==> src/rtl/oc_line_rx_if.sv <==
// Consumer-side handshake bundle of the open-collector line receiver:
// payload, valid/ready and the two one-cycle status pulses.
interface oc_line_rx_if #(
    parameter int DATA_BITS = 8
);
    logic [DATA_BITS-1:0] rx_data;
    logic                 rx_valid;
    logic                 rx_ready;
    logic                 frame_err;
    logic                 overrun;

    modport master (
        output rx_data,
        output rx_valid,
        output frame_err,
        output overrun,
        input  rx_ready
    );

    modport slave (
        input  rx_data,
        input  rx_valid,
        input  frame_err,
        input  overrun,
        output rx_ready
    );
endinterface

==> src/rtl/oc_line_rx.sv <==
// Start/data/stop receiver for the shared pulled-up line; acknowledges every
// accepted frame by enabling an external open-collector pull-down for one bit time.
module oc_line_rx #(
    parameter int CLKS_PER_BIT = 16,
    parameter int DATA_BITS    = 8
) (
    input  logic          clk,
    input  logic          clrn,
    input  logic          line,
    oc_line_rx_if.master  rx,
    output logic          ack_en,
    output logic          busy
);
    localparam int CNT_W = $clog2(CLKS_PER_BIT);
    localparam int IDX_W = $clog2(DATA_BITS + 1);
    localparam logic [CNT_W-1:0] CNT_FULL = CNT_W'(CLKS_PER_BIT - 1);
    localparam logic [CNT_W-1:0] CNT_HALF = CNT_W'((CLKS_PER_BIT / 2) - 1);
    localparam logic [IDX_W-1:0] IDX_LAST = IDX_W'(DATA_BITS - 1);

    typedef enum logic [2:0] {
        ST_IDLE     = 3'd0,
        ST_START    = 3'd1,
        ST_DATA     = 3'd2,
        ST_STOP     = 3'd3,
        ST_ACK_WAIT = 3'd4,
        ST_ACK      = 3'd5,
        ST_BREAK    = 3'd6
    } state_t;

    logic                 sync1_q;
    logic                 sync2_q;
    logic                 s_line;
    state_t               state_q, state_d;
    logic [CNT_W-1:0]     cnt_q, cnt_d;
    logic [IDX_W-1:0]     idx_q, idx_d;
    logic [DATA_BITS-1:0] shift_q, shift_d;
    logic [DATA_BITS-1:0] data_q, data_d;
    logic                 valid_q, valid_d;
    logic                 ferr_q, ferr_d;
    logic                 ovr_q, ovr_d;
    logic                 ack_q, ack_d;
    logic                 busy_q, busy_d;

    assign s_line       = sync2_q;
    assign rx.rx_data   = data_q;
    assign rx.rx_valid  = valid_q;
    assign rx.frame_err = ferr_q;
    assign rx.overrun   = ovr_q;
    assign ack_en       = ack_q;
    assign busy         = busy_q;

    // Two-flop synchronizer; resets to the idle (released) level.
    always_ff @(posedge clk or negedge clrn) begin
        if (!clrn) begin
            sync1_q <= 1'b1;
            sync2_q <= 1'b1;
        end else begin
            sync1_q <= line;
            sync2_q <= sync1_q;
        end
    end

    // State, counters, datapath and registered outputs.
    always_ff @(posedge clk or negedge clrn) begin
        if (!clrn) begin
            state_q <= ST_IDLE;
            cnt_q   <= {CNT_W{1'b0}};
            idx_q   <= {IDX_W{1'b0}};
            shift_q <= {DATA_BITS{1'b0}};
            data_q  <= {DATA_BITS{1'b0}};
            valid_q <= 1'b0;
            ferr_q  <= 1'b0;
            ovr_q   <= 1'b0;
            ack_q   <= 1'b0;
            busy_q  <= 1'b0;
        end else begin
            state_q <= state_d;
            cnt_q   <= cnt_d;
            idx_q   <= idx_d;
            shift_q <= shift_d;
            data_q  <= data_d;
            valid_q <= valid_d;
            ferr_q  <= ferr_d;
            ovr_q   <= ovr_d;
            ack_q   <= ack_d;
            busy_q  <= busy_d;
        end
    end

    // Next-state and output decode.
    always_comb begin
        state_d = state_q;
        cnt_d   = cnt_q + CNT_W'(1);
        idx_d   = idx_q;
        shift_d = shift_q;
        data_d  = data_q;
        ferr_d  = 1'b0;
        ovr_d   = 1'b0;

        // Consumption is evaluated first so a same-edge load can override it.
        if (valid_q && rx.rx_ready) begin
            valid_d = 1'b0;
        end else begin
            valid_d = valid_q;
        end

        case (state_q)
            ST_IDLE: begin
                cnt_d = {CNT_W{1'b0}};
                idx_d = {IDX_W{1'b0}};
                if (!s_line) begin
                    state_d = ST_START;
                end else begin
                    state_d = ST_IDLE;
                end
            end
            ST_START: begin
                if (cnt_q == CNT_HALF) begin
                    cnt_d = {CNT_W{1'b0}};
                    if (s_line) begin
                        state_d = ST_IDLE;
                    end else begin
                        state_d = ST_DATA;
                    end
                end else begin
                    state_d = ST_START;
                end
            end
            ST_DATA: begin
                if (cnt_q == CNT_FULL) begin
                    cnt_d   = {CNT_W{1'b0}};
                    shift_d = {s_line, shift_q[DATA_BITS-1:1]};
                    idx_d   = idx_q + IDX_W'(1);
                    if (idx_q == IDX_LAST) begin
                        state_d = ST_STOP;
                    end else begin
                        state_d = ST_DATA;
                    end
                end else begin
                    state_d = ST_DATA;
                end
            end
            ST_STOP: begin
                if (cnt_q == CNT_FULL) begin
                    cnt_d = {CNT_W{1'b0}};
                    if (!s_line) begin
                        ferr_d  = 1'b1;
                        state_d = ST_BREAK;
                    end else if (!valid_q || rx.rx_ready) begin
                        data_d  = shift_q;
                        valid_d = 1'b1;
                        state_d = ST_ACK_WAIT;
                    end else begin
                        ovr_d   = 1'b1;
                        state_d = ST_BREAK;
                    end
                end else begin
                    state_d = ST_STOP;
                end
            end
            ST_ACK_WAIT: begin
                if (cnt_q == CNT_HALF) begin
                    cnt_d   = {CNT_W{1'b0}};
                    state_d = ST_ACK;
                end else begin
                    state_d = ST_ACK_WAIT;
                end
            end
            ST_ACK: begin
                if (cnt_q == CNT_FULL) begin
                    cnt_d   = {CNT_W{1'b0}};
                    state_d = ST_BREAK;
                end else begin
                    state_d = ST_ACK;
                end
            end
            ST_BREAK: begin
                // Our own acknowledge also holds the line low; wait for release.
                cnt_d = {CNT_W{1'b0}};
                if (s_line) begin
                    state_d = ST_IDLE;
                end else begin
                    state_d = ST_BREAK;
                end
            end
            default: begin
                cnt_d   = {CNT_W{1'b0}};
                idx_d   = {IDX_W{1'b0}};
                state_d = ST_IDLE;
            end
        endcase

        ack_d  = (state_d == ST_ACK);
        busy_d = (state_d != ST_IDLE);
    end
endmodule

==> src/flat_wrapper.sv <==
// flat-port wrapper written by rule: the top's interface ports become plain ports
module oc_line_rx_flat 
#(
    parameter int CLKS_PER_BIT = 16,
    parameter int DATA_BITS    = 8
)
  (clk, clrn, line, ack_en, busy, rx_rx_data, rx_rx_valid, rx_frame_err, rx_overrun, rx_rx_ready);
  oc_line_rx_if #(.DATA_BITS(DATA_BITS)) rx_i ();
  input  logic clk;
  input  logic clrn;
  input  logic line;
  output logic ack_en;
  output logic busy;
  output wire logic [$bits(rx_i.rx_data)-1:0] rx_rx_data;
  output wire logic [$bits(rx_i.rx_valid)-1:0] rx_rx_valid;
  output wire logic [$bits(rx_i.frame_err)-1:0] rx_frame_err;
  output wire logic [$bits(rx_i.overrun)-1:0] rx_overrun;
  input wire logic [$bits(rx_i.rx_ready)-1:0] rx_rx_ready;
  assign rx_rx_data = rx_i.rx_data;
  assign rx_rx_valid = rx_i.rx_valid;
  assign rx_frame_err = rx_i.frame_err;
  assign rx_overrun = rx_i.overrun;
  assign rx_i.rx_ready = rx_rx_ready;
  oc_line_rx #(.CLKS_PER_BIT(CLKS_PER_BIT), .DATA_BITS(DATA_BITS)) u_core (.clk(clk), .clrn(clrn), .line(line), .rx(rx_i), .ack_en(ack_en), .busy(busy));
endmodule
==> config.mk <==
export PLATFORM = sky130hd
export DESIGN_NAME = oc_line_rx_flat
export DESIGN_NICKNAME = d
export VERILOG_FILES = /design/src/rtl/oc_line_rx_if.sv /design/src/rtl/oc_line_rx.sv /design/src/flat_wrapper.sv
export SDC_FILE = /design/constraint.sdc
export NUM_CORES = 1
export LEC_CHECK = 0
export ABC_AREA = 1
export CORE_MARGIN = 5
export CORE_UTILIZATION = 52
export CTS_BUF_LIST = sky130_fd_sc_hd__clkbuf_4
export DETAILED_ROUTE_END_ITERATION = 8
export GPL_ROUTABILITY_DRIVEN = 0
export GPL_TIMING_DRIVEN = 0
export MAX_ROUTING_LAYER = met4
export PLACE_DENSITY_LB_ADDON = 0.12
export SLEW_MARGIN = 0
export SYNTH_ARGS = -nofsm -noshare
export SYNTH_HDL_FRONTEND = slang
export SYNTH_SLANG_ARGS = --single-unit
==> constraint.sdc <==
create_clock -name clk -period 1.6 [get_ports clk]
set_clock_uncertainty 0.2 [all_clocks]
set_input_delay 0.32 -clock clk [delete_from_list [all_inputs] [get_ports clk]]
set_output_delay 0.32 -clock clk [all_outputs]
set_load 0.005 [all_outputs]
# Word-level counts from Yosys, hierarchy flattened
# Cells that the tools add are included.
[totals] input_bits=4 out_inout_bits=13 ff_bits=34 wordCells=66
[op_classes] addsub=2 n_mux=29 n_reduce_logical=11 n_eq_ne=11 bitwise_logic=1
[ops] cell="$pmux W3 S7" count=1
[ops] cell="$mux W1" count=16
[ops] cell="$pmux W4 S2" count=2
[ops] cell="$eq A3 B3 Y1 const B" count=4
[ops] cell="$mux W4" count=3
[ops] cell="$mux W3" count=3
[ops] cell="$add A4 B1 Y4 const B" count=2
[ops] cell="$eq A4 B3 Y1 const B" count=2
[ops] cell="$mux W2" count=4
[ops] cell="$eq A3 B2 Y1 const B" count=2
[ops] cell="$reduce_or A5 Y1" count=1
[ops] cell="$eq A4 B4 Y1 const B" count=1
[ops] cell="$reduce_and A2 Y1" count=2
[ops] cell="$reduce_and A4 Y1" count=1
[ops] cell="$eq A3 B1 Y1 const B" count=1
[ops] cell="$logic_not A3 Y1" count=1
[ops] cell="$reduce_bool A3 Y1" count=1
[ops] cell="$reduce_or A3 Y1" count=1
[ops] cell="$ne A2 B1 Y1 const B" count=1
[ops] cell="$reduce_or A2 Y1" count=1
[ops] cell="$logic_and A1 B1 Y1" count=1
[ops] cell="$logic_not A1 Y1" count=1
[ops] cell="$logic_or A1 B1 Y1" count=1
[ops] cell="$not A1 Y1" count=1

# Longest topological paths before layout
# Gate-level depths: netlist of run 1.
[logic_depth] depth_word=7 ltp_mapped=8

# Worst setup path before layout of run 1
# Ideal clock, no wire load.
[synth_timing] path_type="register to register" startpoint="register u_core.cnt_q[0]" endpoint="register u_core.data_q[6] (netlist: u_core.rx.rx_data[6])" n_path_buf=1 path_slack_ps=67 synth_period_minus_slack_ps=1533 setup_time_ps=117 path_stages_with_launch=8 t_arrival_ps=1216 required_ps=1283 path_cell_list="dfrtp_1 ha_1 nand3_4 nor2_4 nand3_4 buf_6 nand2_2 o21ai_2"
[synth_between] elab_chain_cells=2
[synth_lines] element="start, declared" line="oc_line_rx.sv:34" text="logic [CNT_W-1:0] cnt_q, cnt_d;"
[synth_lines] element="start signal, assigned" line="oc_line_rx.sv:67" text="cnt_q <= {CNT_W{1'b0}};"
[synth_lines] element="start signal, assigned" line="oc_line_rx.sv:78" text="cnt_q <= cnt_d;"
[synth_lines] element="$eq A4 B4 Y1" line="oc_line_rx.sv:144" text="if (cnt_q == CNT_FULL) begin"
[synth_lines] element="$reduce_and A4 Y1 (no source line)"
[synth_lines] element="end signal, assigned" line="oc_line_rx.sv:70" text="data_q <= {DATA_BITS{1'b0}};"
[synth_lines] element="end signal, assigned" line="oc_line_rx.sv:81" text="data_q <= data_d;"
[synth_lines] element="end, declared" line="oc_line_rx.sv:37" text="logic [DATA_BITS-1:0] data_q, data_d;"
# No other way between the ends.
# A chain may end at the register's enable or synchronous reset.

# Final worst setup path of run 1
[layout_timing] startpoint="register u_core.cnt_q[1]" endpoint="register u_core.busy_q (netlist: u_core.busy)"
[layout_between] elab_chain_cells=4
[layout_lines] element="$eq A4 B4 Y1 or $eq A4 B3 Y1 (tied branches)"
[layout_lines] element="$mux W2, or another cell as far along" line="oc_line_rx.sv:170" text="if (cnt_q == CNT_FULL) begin"
[layout_lines] element="$pmux W3 S7 *" line="oc_line_rx.sv:107" text="case (state_q)"
[layout_lines] element="$reduce_bool A3 Y1 *" line="oc_line_rx.sv:194" text="busy_d = (state_d != ST_IDLE);"
[layout_lines] element="net u_core.busy_d" line="oc_line_rx.sv:42" text="logic busy_q, busy_d;"
[layout_lines] element="end signal, assigned" line="oc_line_rx.sv:86" text="busy_q <= busy_d;"
[layout_lines] element="end, declared" line="oc_line_rx.sv:42"
# The timed path passes the listed nets; every way through them passes the cells marked *.

==> metrics.md, run 1 <==
| Metric | Value |
|---|---|
| Startpoint types | flip-flop |
| Mapped Area | ~1600 um^2 |
| Fin crit share | 0.968 |
| Final WS setup | around 0.051 ns |
| WL per Instance | 12.5 um |
| Clk buf depth | 2 |
| DP HPWL | roughly 2.2 mm |
| Total CTS buffers | 5 |
| Row cnt | 20 |
| Routed Antenna Nets | 0 |
| Gr ovfl total | 0 |
| CTS Root Cell | clkbuf_4 |
| Largest net degree at the start of global routing | 35 |
| Area Growth Syn to Fin | 25.3% |
| Ant diodes | 0 |
| DRC | 0 |
| Port-buffer cells | 16 |
| Clock Sinks | 34 |
| Via density | about 5.0 |
| Leak pwr | 1.02 nW |
| Post-route cell area | approximately 2000 um^2 |
| CTS tree | built |
| Core region area | between 3000 and 4000 um^2 |
| Count of cell types in the netlist | 24 |
| Yosys warnings | 0 |
| Maximum vdd ir drop | ~0.0004 V |
| Critical Path RT | 1.63 ns |
| Share of cells above drive strength 1 | 0.260 |
| Final nets | between 200 and 250 |
| Placed Cells | 244 |
| Final Max Slew Viols | 0 |
| Total negative slack | 0 ns |
| Chip Height | ~66 um |
| Number of antenna violations at the first check in global routing | 0 |
| Global-route wire length before repair | between 5 and 6 mm |
| Sequential element share of the synthesized area | 0.527 |
| Final WL | 3.30 mm |
| Critical Path Start | u_core.cnt_q[1]$_DFF_PN0_ |
| Worst setup EP type | flip-flop |
| Total of max-cap violations | 0 |
| Post-Syn Nets | between 150 and 200 |
| Num ports | 17 |
| Area of the die | around 4300 um^2 |
| Avg Cell Area, Syn | a little under 9 um^2 |
| # setup viols final | 0 |
| FMAX | between 600 and 700 MHz |
| Clock latency on the worst-skew pair | roughly 0.34 ns |
| GRT Total Usage | 0.187 |
| Fin crit period | 1.55 ns |
| Fin util | 0.670 |
| Worst min-delay path startpoint | u_core.sync1_q$_DFF_PN1_ |
| Register bit total from synthesis | 34 |
| PwrDens | between 600 and 700 nW/um^2 |
| Drt pass-1 iters | 4 |
| Worst slew margin | 0.515 |
| Result of the run | completed |
| Worst Path Arrival | roughly 1.6 ns |
| Vias in the first global route | between 1000 and 1500 |
| Pre-CTS setup slack | -0.259 ns |
| Mapped Cells | roughly 180 |
| Worst-Margin Slew | around 0.73 ns |
| R2r startpoint | u_core.cnt_q[1]$_DFF_PN0_ |
| Die W | between 60 and 70 um |
| Clk pin slew, worst setup/hold paths | 0.10 ns |
| Initial Utilization | 0.535 |
| Non-filler instance count after layout | around 260 |
| 1st-iter DRT viols | 60 |
| H-tree lvl count | 2 |
| Hold Vio Cnt, Final | 0 |
| Worst hold path class | flip-flop to flip-flop |
| Setup CP Type | flip-flop to flip-flop |
| DR vias | ~1300 |
| Hold_ws | around 0.16 ns |
| Final Power | between 1 and 1.5 mW |
| Crit Path Max Fanout | 5 |
| RSZ-0062 raised after global routing | true |
| Dpl cell area | around 1800 um^2 |
==> state kept, by name (all words and copies together) (netlist names) <==
register,count
u_core.rx.frame_err,1
u_core.sync1_q,1
u_core.busy,1
u_core.cnt_q,4
u_core.rx.rx_valid,1
u_core.idx_q,4
u_core.rx.rx_data,8
u_core.s_line,1
u_core.state_q,3
u_core.rx.overrun,1
u_core.ack_en,1
u_core.shift_q,8
==> layer usage <==
layer,GRT usage,wire length [um],up-vias,part of all wire
met3,0.0561,120,11,0.036
met4,0.0648,56,0,0.017
met5,-,0,-,0
li1,-,-,651,-
met1,0.228,1450,631,0.44
met2,0.294,1670,28,0.51
==> where the power goes <==
group	internal [mW]	switching (mW)	leakage [nW]
sequential	0.867	0.00473	0.436
combinational	0.0108	0.0255	0.558
clock	0.156	0.285	0.0277
==> cells by family (layout without fill, tap and decap cells) <==
family                   count (synthesis)  after routing  synth area share
flip-flops                              34             34             0.527
AO/OA/AOI/OAI                           29             29             0.114
XOR/XNOR                                 1              1           0.00541
AND/OR/NAND/NOR                         88             89             0.253
buffers and inverters                   30             64            0.0849
adder cells (fa/ha/maj)                  2              2            0.0154
==> area by class of cell <==
class | count | area (um^2)
clock inverter | 3 | 11.3
clock buffer | 5 | 37.5
inverter | 27 | 104
buffer | 3 | 37.5
timing repair buffer | 26 | 229
multi-input combinational | 121 | 701
fill | 248 | 998
tap | 44 | 55.1
sequential | 34 | 855
==> placed cells by master (no fill, tap or decap), drive strengths merged <==
cell type	netlist	layout
o21ai	23	23
dfstp	2	2
buf	3	13
xor2	1	1
clkbuf	0	5
nand4	2	2
nor2	21	21
clkdlybuf4s50	0	2
a31oi	4	4
ha	2	2
a211oi	1	1
clkinv	0	3
o21bai	1	1
nand3	11	12
dlygate4sd3	0	1
dfrtp	32	32
inv	27	27
dlygate4sd2	0	13
nand2	53	53
nand3b	1	1
==> timing repair <==
item | CTS | global route
pin swaps | 1 | 8
gates resized for setup | 16 | 20
setup buffers | 5 | 3
hold endpoints to repair | 32 | 0
cloned | 1 | 1
setup endpoints to repair | 36 | 22
hold buffers | 1 | 0
==> synth_stat cells, drive strengths merged <==
master  number  area share
dfstp        2       0.032
a211oi       1      0.0046
o21ai       23       0.090
a31oi        4       0.015
nand4        2      0.0077
nor2        21       0.061
buf          3       0.021
nand3       11       0.053
inv         27       0.064
ha           2       0.015
o21bai       1      0.0046
xor2         1      0.0054
dfrtp       32        0.49
nand3b       1      0.0046
nand2       53        0.13
==> worst max-delay path, stage by stage, from the launching register on <==
cell and delay, ns:
dfrtp_1 0.41, ha_4 0.20, nand2_2 0.06, nor2_2 0.17, inv_1 0.07, nand2_1 0.06
nand2_1 0.08, nor2_4 0.12, nand3_1 0.08
==> worst paths after layout <==
path | endpoint | slack [ns] | depth (start not counted)
max | u_core.busy$_DFF_PN0_ | 0.05 | 8
min | u_core.s_line$_DFF_PN1_ | 0.16 | 0
max reg2reg | u_core.busy$_DFF_PN0_ | 0.05 | 8
min reg2reg | u_core.s_line$_DFF_PN1_ | 0.16 | 0
max in group asynchronous | u_core.state_q[1]$_DFF_PN0_ | 0.34 | 2
min in group asynchronous | u_core.busy$_DFF_PN0_ | 0.36 | 2
Power figures use the tool's default switching activity.
==> inputs of run 2 (changes only) <==
--- a/config.mk
+++ b/config.mk
@@ -16,3 +16,3 @@
 export PLACE_DENSITY_LB_ADDON = 0.12
-export SLEW_MARGIN = 0
+export SLEW_MARGIN = 20
 export SYNTH_ARGS = -nofsm -noshare
--- a/constraint.sdc
+++ b/constraint.sdc
@@ -4,2 +4,2 @@
 set_output_delay 0.32 -clock clk [all_outputs]
-set_load 0.005 [all_outputs]
+set_load 0.02 [all_outputs]
==> run 2 against run 1 <==
Compared with the run above:
- final area decreased by 0.86%
- non-clock buffer count decreased by 2
- worst hold slack got worse by 0.00097 ns
- combinational power about the same
- utilization decreased by 0.58 points
- total power decreased by 0.20%
- first-iteration DRC count increased by 72%
- critical path depth decreased by 1
- global-route usage decreased by 0.11 points
- largest power group unchanged
==> metrics.md, run 2 (synthesis gave the netlist of run 1 again) <==
| Metric | Value |
|---|---|
| Hold Vio Cnt, Final | 0 (unchanged) |
| Total negative slack | 0 ns (unchanged) |
| Hold_ws | 0.163 ns (-0.000972 ns) |
| Critical Path RT | 1.63 ns (about the same) |
| CTS tree | built |
| Number of antenna violations at the first check in global routing | 0 (unchanged) |
| Clk buf depth | 2 (unchanged) |
| Share of cells above drive strength 1 | 0.267 (+0.00701) |
| Worst hold path class | flip-flop to flip-flop |
| CTS Root Cell | clkbuf_4 |
| GRT Total Usage | 0.186 (-0.00112) |
| Num ports | 17 (unchanged) |
| Worst-Margin Slew | 0.721 ns (-0.00642 ns) |
| Met1 usage | 0.227 (-0.00110) |
| Vias in the first global route | 1265 (-0.39%) |
| H-tree lvl count | 2 (unchanged) |
| PwrDens | 669 nW/um^2 (+0.67%) |
| DR vias | 1323 (+0.15%) |
| Port-buffer cells | 16 (unchanged) |
| DRC | 0 (unchanged) |
| FMAX | 646 MHz (about the same) |
| Filler Cell Count | 247 (-0.40%) |
| Startpoint types | flip-flop |
| Total CTS buffers | 5 (unchanged) |
| Area Growth Syn to Fin | 24.2% |
| Die W | 65.8 um (unchanged) |
| Clock Sinks | 34 (unchanged) |
| RSZ-0062 raised after global routing | true |
| CP delay by family, top | simple AND/OR/NAND/NOR gates |
| 1st-iter DRT viols | 103 (+72%) |
| Gr ovfl total | 0 (unchanged) |
| Clock latency on the worst-skew pair | 0.34 ns (about the same) |
| CP dominant cell by count | nand3_4 |
| Row cnt | 20 (unchanged) |
| CP max stage cell | dfrtp_1 |
| Leak pwr | 0.974 nW (-4.6%) |
| DP HPWL | 2.19 mm (unchanged) |
| Worst Path Arrival | 1.58 ns (about the same) |
| Crit-path max cell delay | 0.41 ns (about the same) |
| Fin util | 0.664 (-0.00578) |
| Post-route cell area | 2010 um^2 (-0.86%) |
| Clk pin slew, worst setup/hold paths | 0.10 ns (about the same) |
| Gr busiest metal | met2 |
| Worst slew margin | 0.519 (+0.00428) |
| Met2 track demand over resource | 0.292 (-0.00250) |
| Total of max-cap violations | 0 (unchanged) |
| Non-filler instance count after layout | 261 (-0.76%) |
| Critical path, cell by cell | ha_4, nand3_4, nor2_4, nand3_4, buf_4, nand2_1, o21ai_2 |
| Worst setup EP type | flip-flop |
| Pre-CTS setup slack | -0.259 ns (unchanged) |
| Via density | 5.07 (+0.92%) |
| Routed Antenna Nets | 0 (unchanged) |
| Fin crit period | 1.55 ns (-0.00119 ns) |
| Global-route wire length before repair | 5.78 mm (-0.58%) |
| Placed Cells | 244 (unchanged) |
| Final WS setup | 0.0525 ns (+0.00119 ns) |
| WL per Instance | 12.7 um (+0.95%) |
| Final Power | 1.35 mW (-0.20%) |
| Largest net degree at the start of global routing | 35 (unchanged) |
| Drt pass-1 iters | 5 (+1) |
| Initial Utilization | 0.535 (unchanged) |
| Chip Height | 65.8 um (unchanged) |
| Dpl cell area | 1830 um^2 (unchanged) |
| Crit Path Max Fanout | 5 (unchanged) |
| Ant diodes | 0 (unchanged) |
| Core region area | 3030 um^2 (unchanged) |
| Commonest non-fill, non-tap cell in the layout | nand2_1 |
| Final nets | 222 (-0.89%) |
| Fin crit share | 0.967 (about the same) |
| Final Max Slew Viols | 0 (unchanged) |
| Number of buffers and inverters on the critical path | 1 (unchanged) |
| Leading cell types in the layout, fill and taps excluded | 44 x nand2_1, 31 x dfrtp_1, 23 x inv_1 |
| Setup CP Type | flip-flop to flip-flop |
| GRT met3 Usage | 0.0561 (unchanged) |
| Area of the die | 4330 um^2 (unchanged) |
| Maximum vdd ir drop | 0.000424 V (+3.6%) |
| Result of the run | completed |
| # setup viols final | 0 (unchanged) |
| Final WL | 3.30 mm (+0.18%) |
-- run 2: layout make-up --
| cell class | count | area, um^2 | area share |
|---|---|---|---|
| Timing Repair Buffer | 24 | 211 | 0.105 |
| Multi-Input combinational cell | 121 | 701 | 0.348 |
| Buffer | 3 | 37.5 | 0.0187 |
| Clock inverter | 3 | 11.3 | 0.00560 |
| Sequential cell | 34 | 855 | 0.425 |
| Inverter | 27 | 104 | 0.0516 |
| Clock buffer | 5 | 37.5 | 0.0187 |
| Tap cell | 44 | 55.1 | 0.0274 |
-- run 2: final timing paths --
path / slack (ns) / start / to / cells past startpoint
max in group asynchronous: 0.35 / clrn / u_core.state_q[1]$_DFF_PN0_ / 2
min: 0.16 / u_core.sync1_q$_DFF_PN1_ / u_core.s_line$_DFF_PN1_ / 0
min reg2reg: 0.16 / u_core.sync1_q$_DFF_PN1_ / u_core.s_line$_DFF_PN1_ / 0
min in group asynchronous: 0.36 / clrn / u_core.busy$_DFF_PN0_ / 2
max: 0.05 / u_core.cnt_q[1]$_DFF_PN0_ / u_core.rx.rx_data[1]$_DFFE_PN0P_ / 7
max reg2reg: 0.05 / u_core.cnt_q[1]$_DFF_PN0_ / u_core.rx.rx_data[1]$_DFFE_PN0P_ / 7
-- run 2: repair_timing --
item	in CTS	in global routing
hold buffers	1	0
pin swaps	1	8
cloned	1	1
gates resized for setup	16	33
buffers inserted	3	3
endpoints found under the setup margin	36	32
hold endpoints to repair	32	0
-- run 2: worst register-to-register path, stage by stage (launching register included) --
cell     delay (ns)
dfrtp_1        0.41
ha_4           0.20
nand3_4        0.13
nor2_4         0.13
nand3_4        0.10
buf_4          0.16
nand2_1        0.06
o21ai_2        0.05
-- run 2: report_power, final --
| part | internal, mW | switching [mW] |
|---|---|---|
| Sequential | 0.867 | 0.00494 |
| Combinational | 0.0108 | 0.0256 |
| Clock | 0.156 | 0.282 |
| Total | 1.03 | 0.312 |
-- run 2: layer usage --
metal / vias to the layer above / part of all wire / wire length, um
met3: 7 / 0.047 / 155
li1: 652 / - / -
met2: 30 / 0.51 / 1680
met4: 0 / 0.015 / 50
met1: 634 / 0.43 / 1420
met5: - / 0 / 0
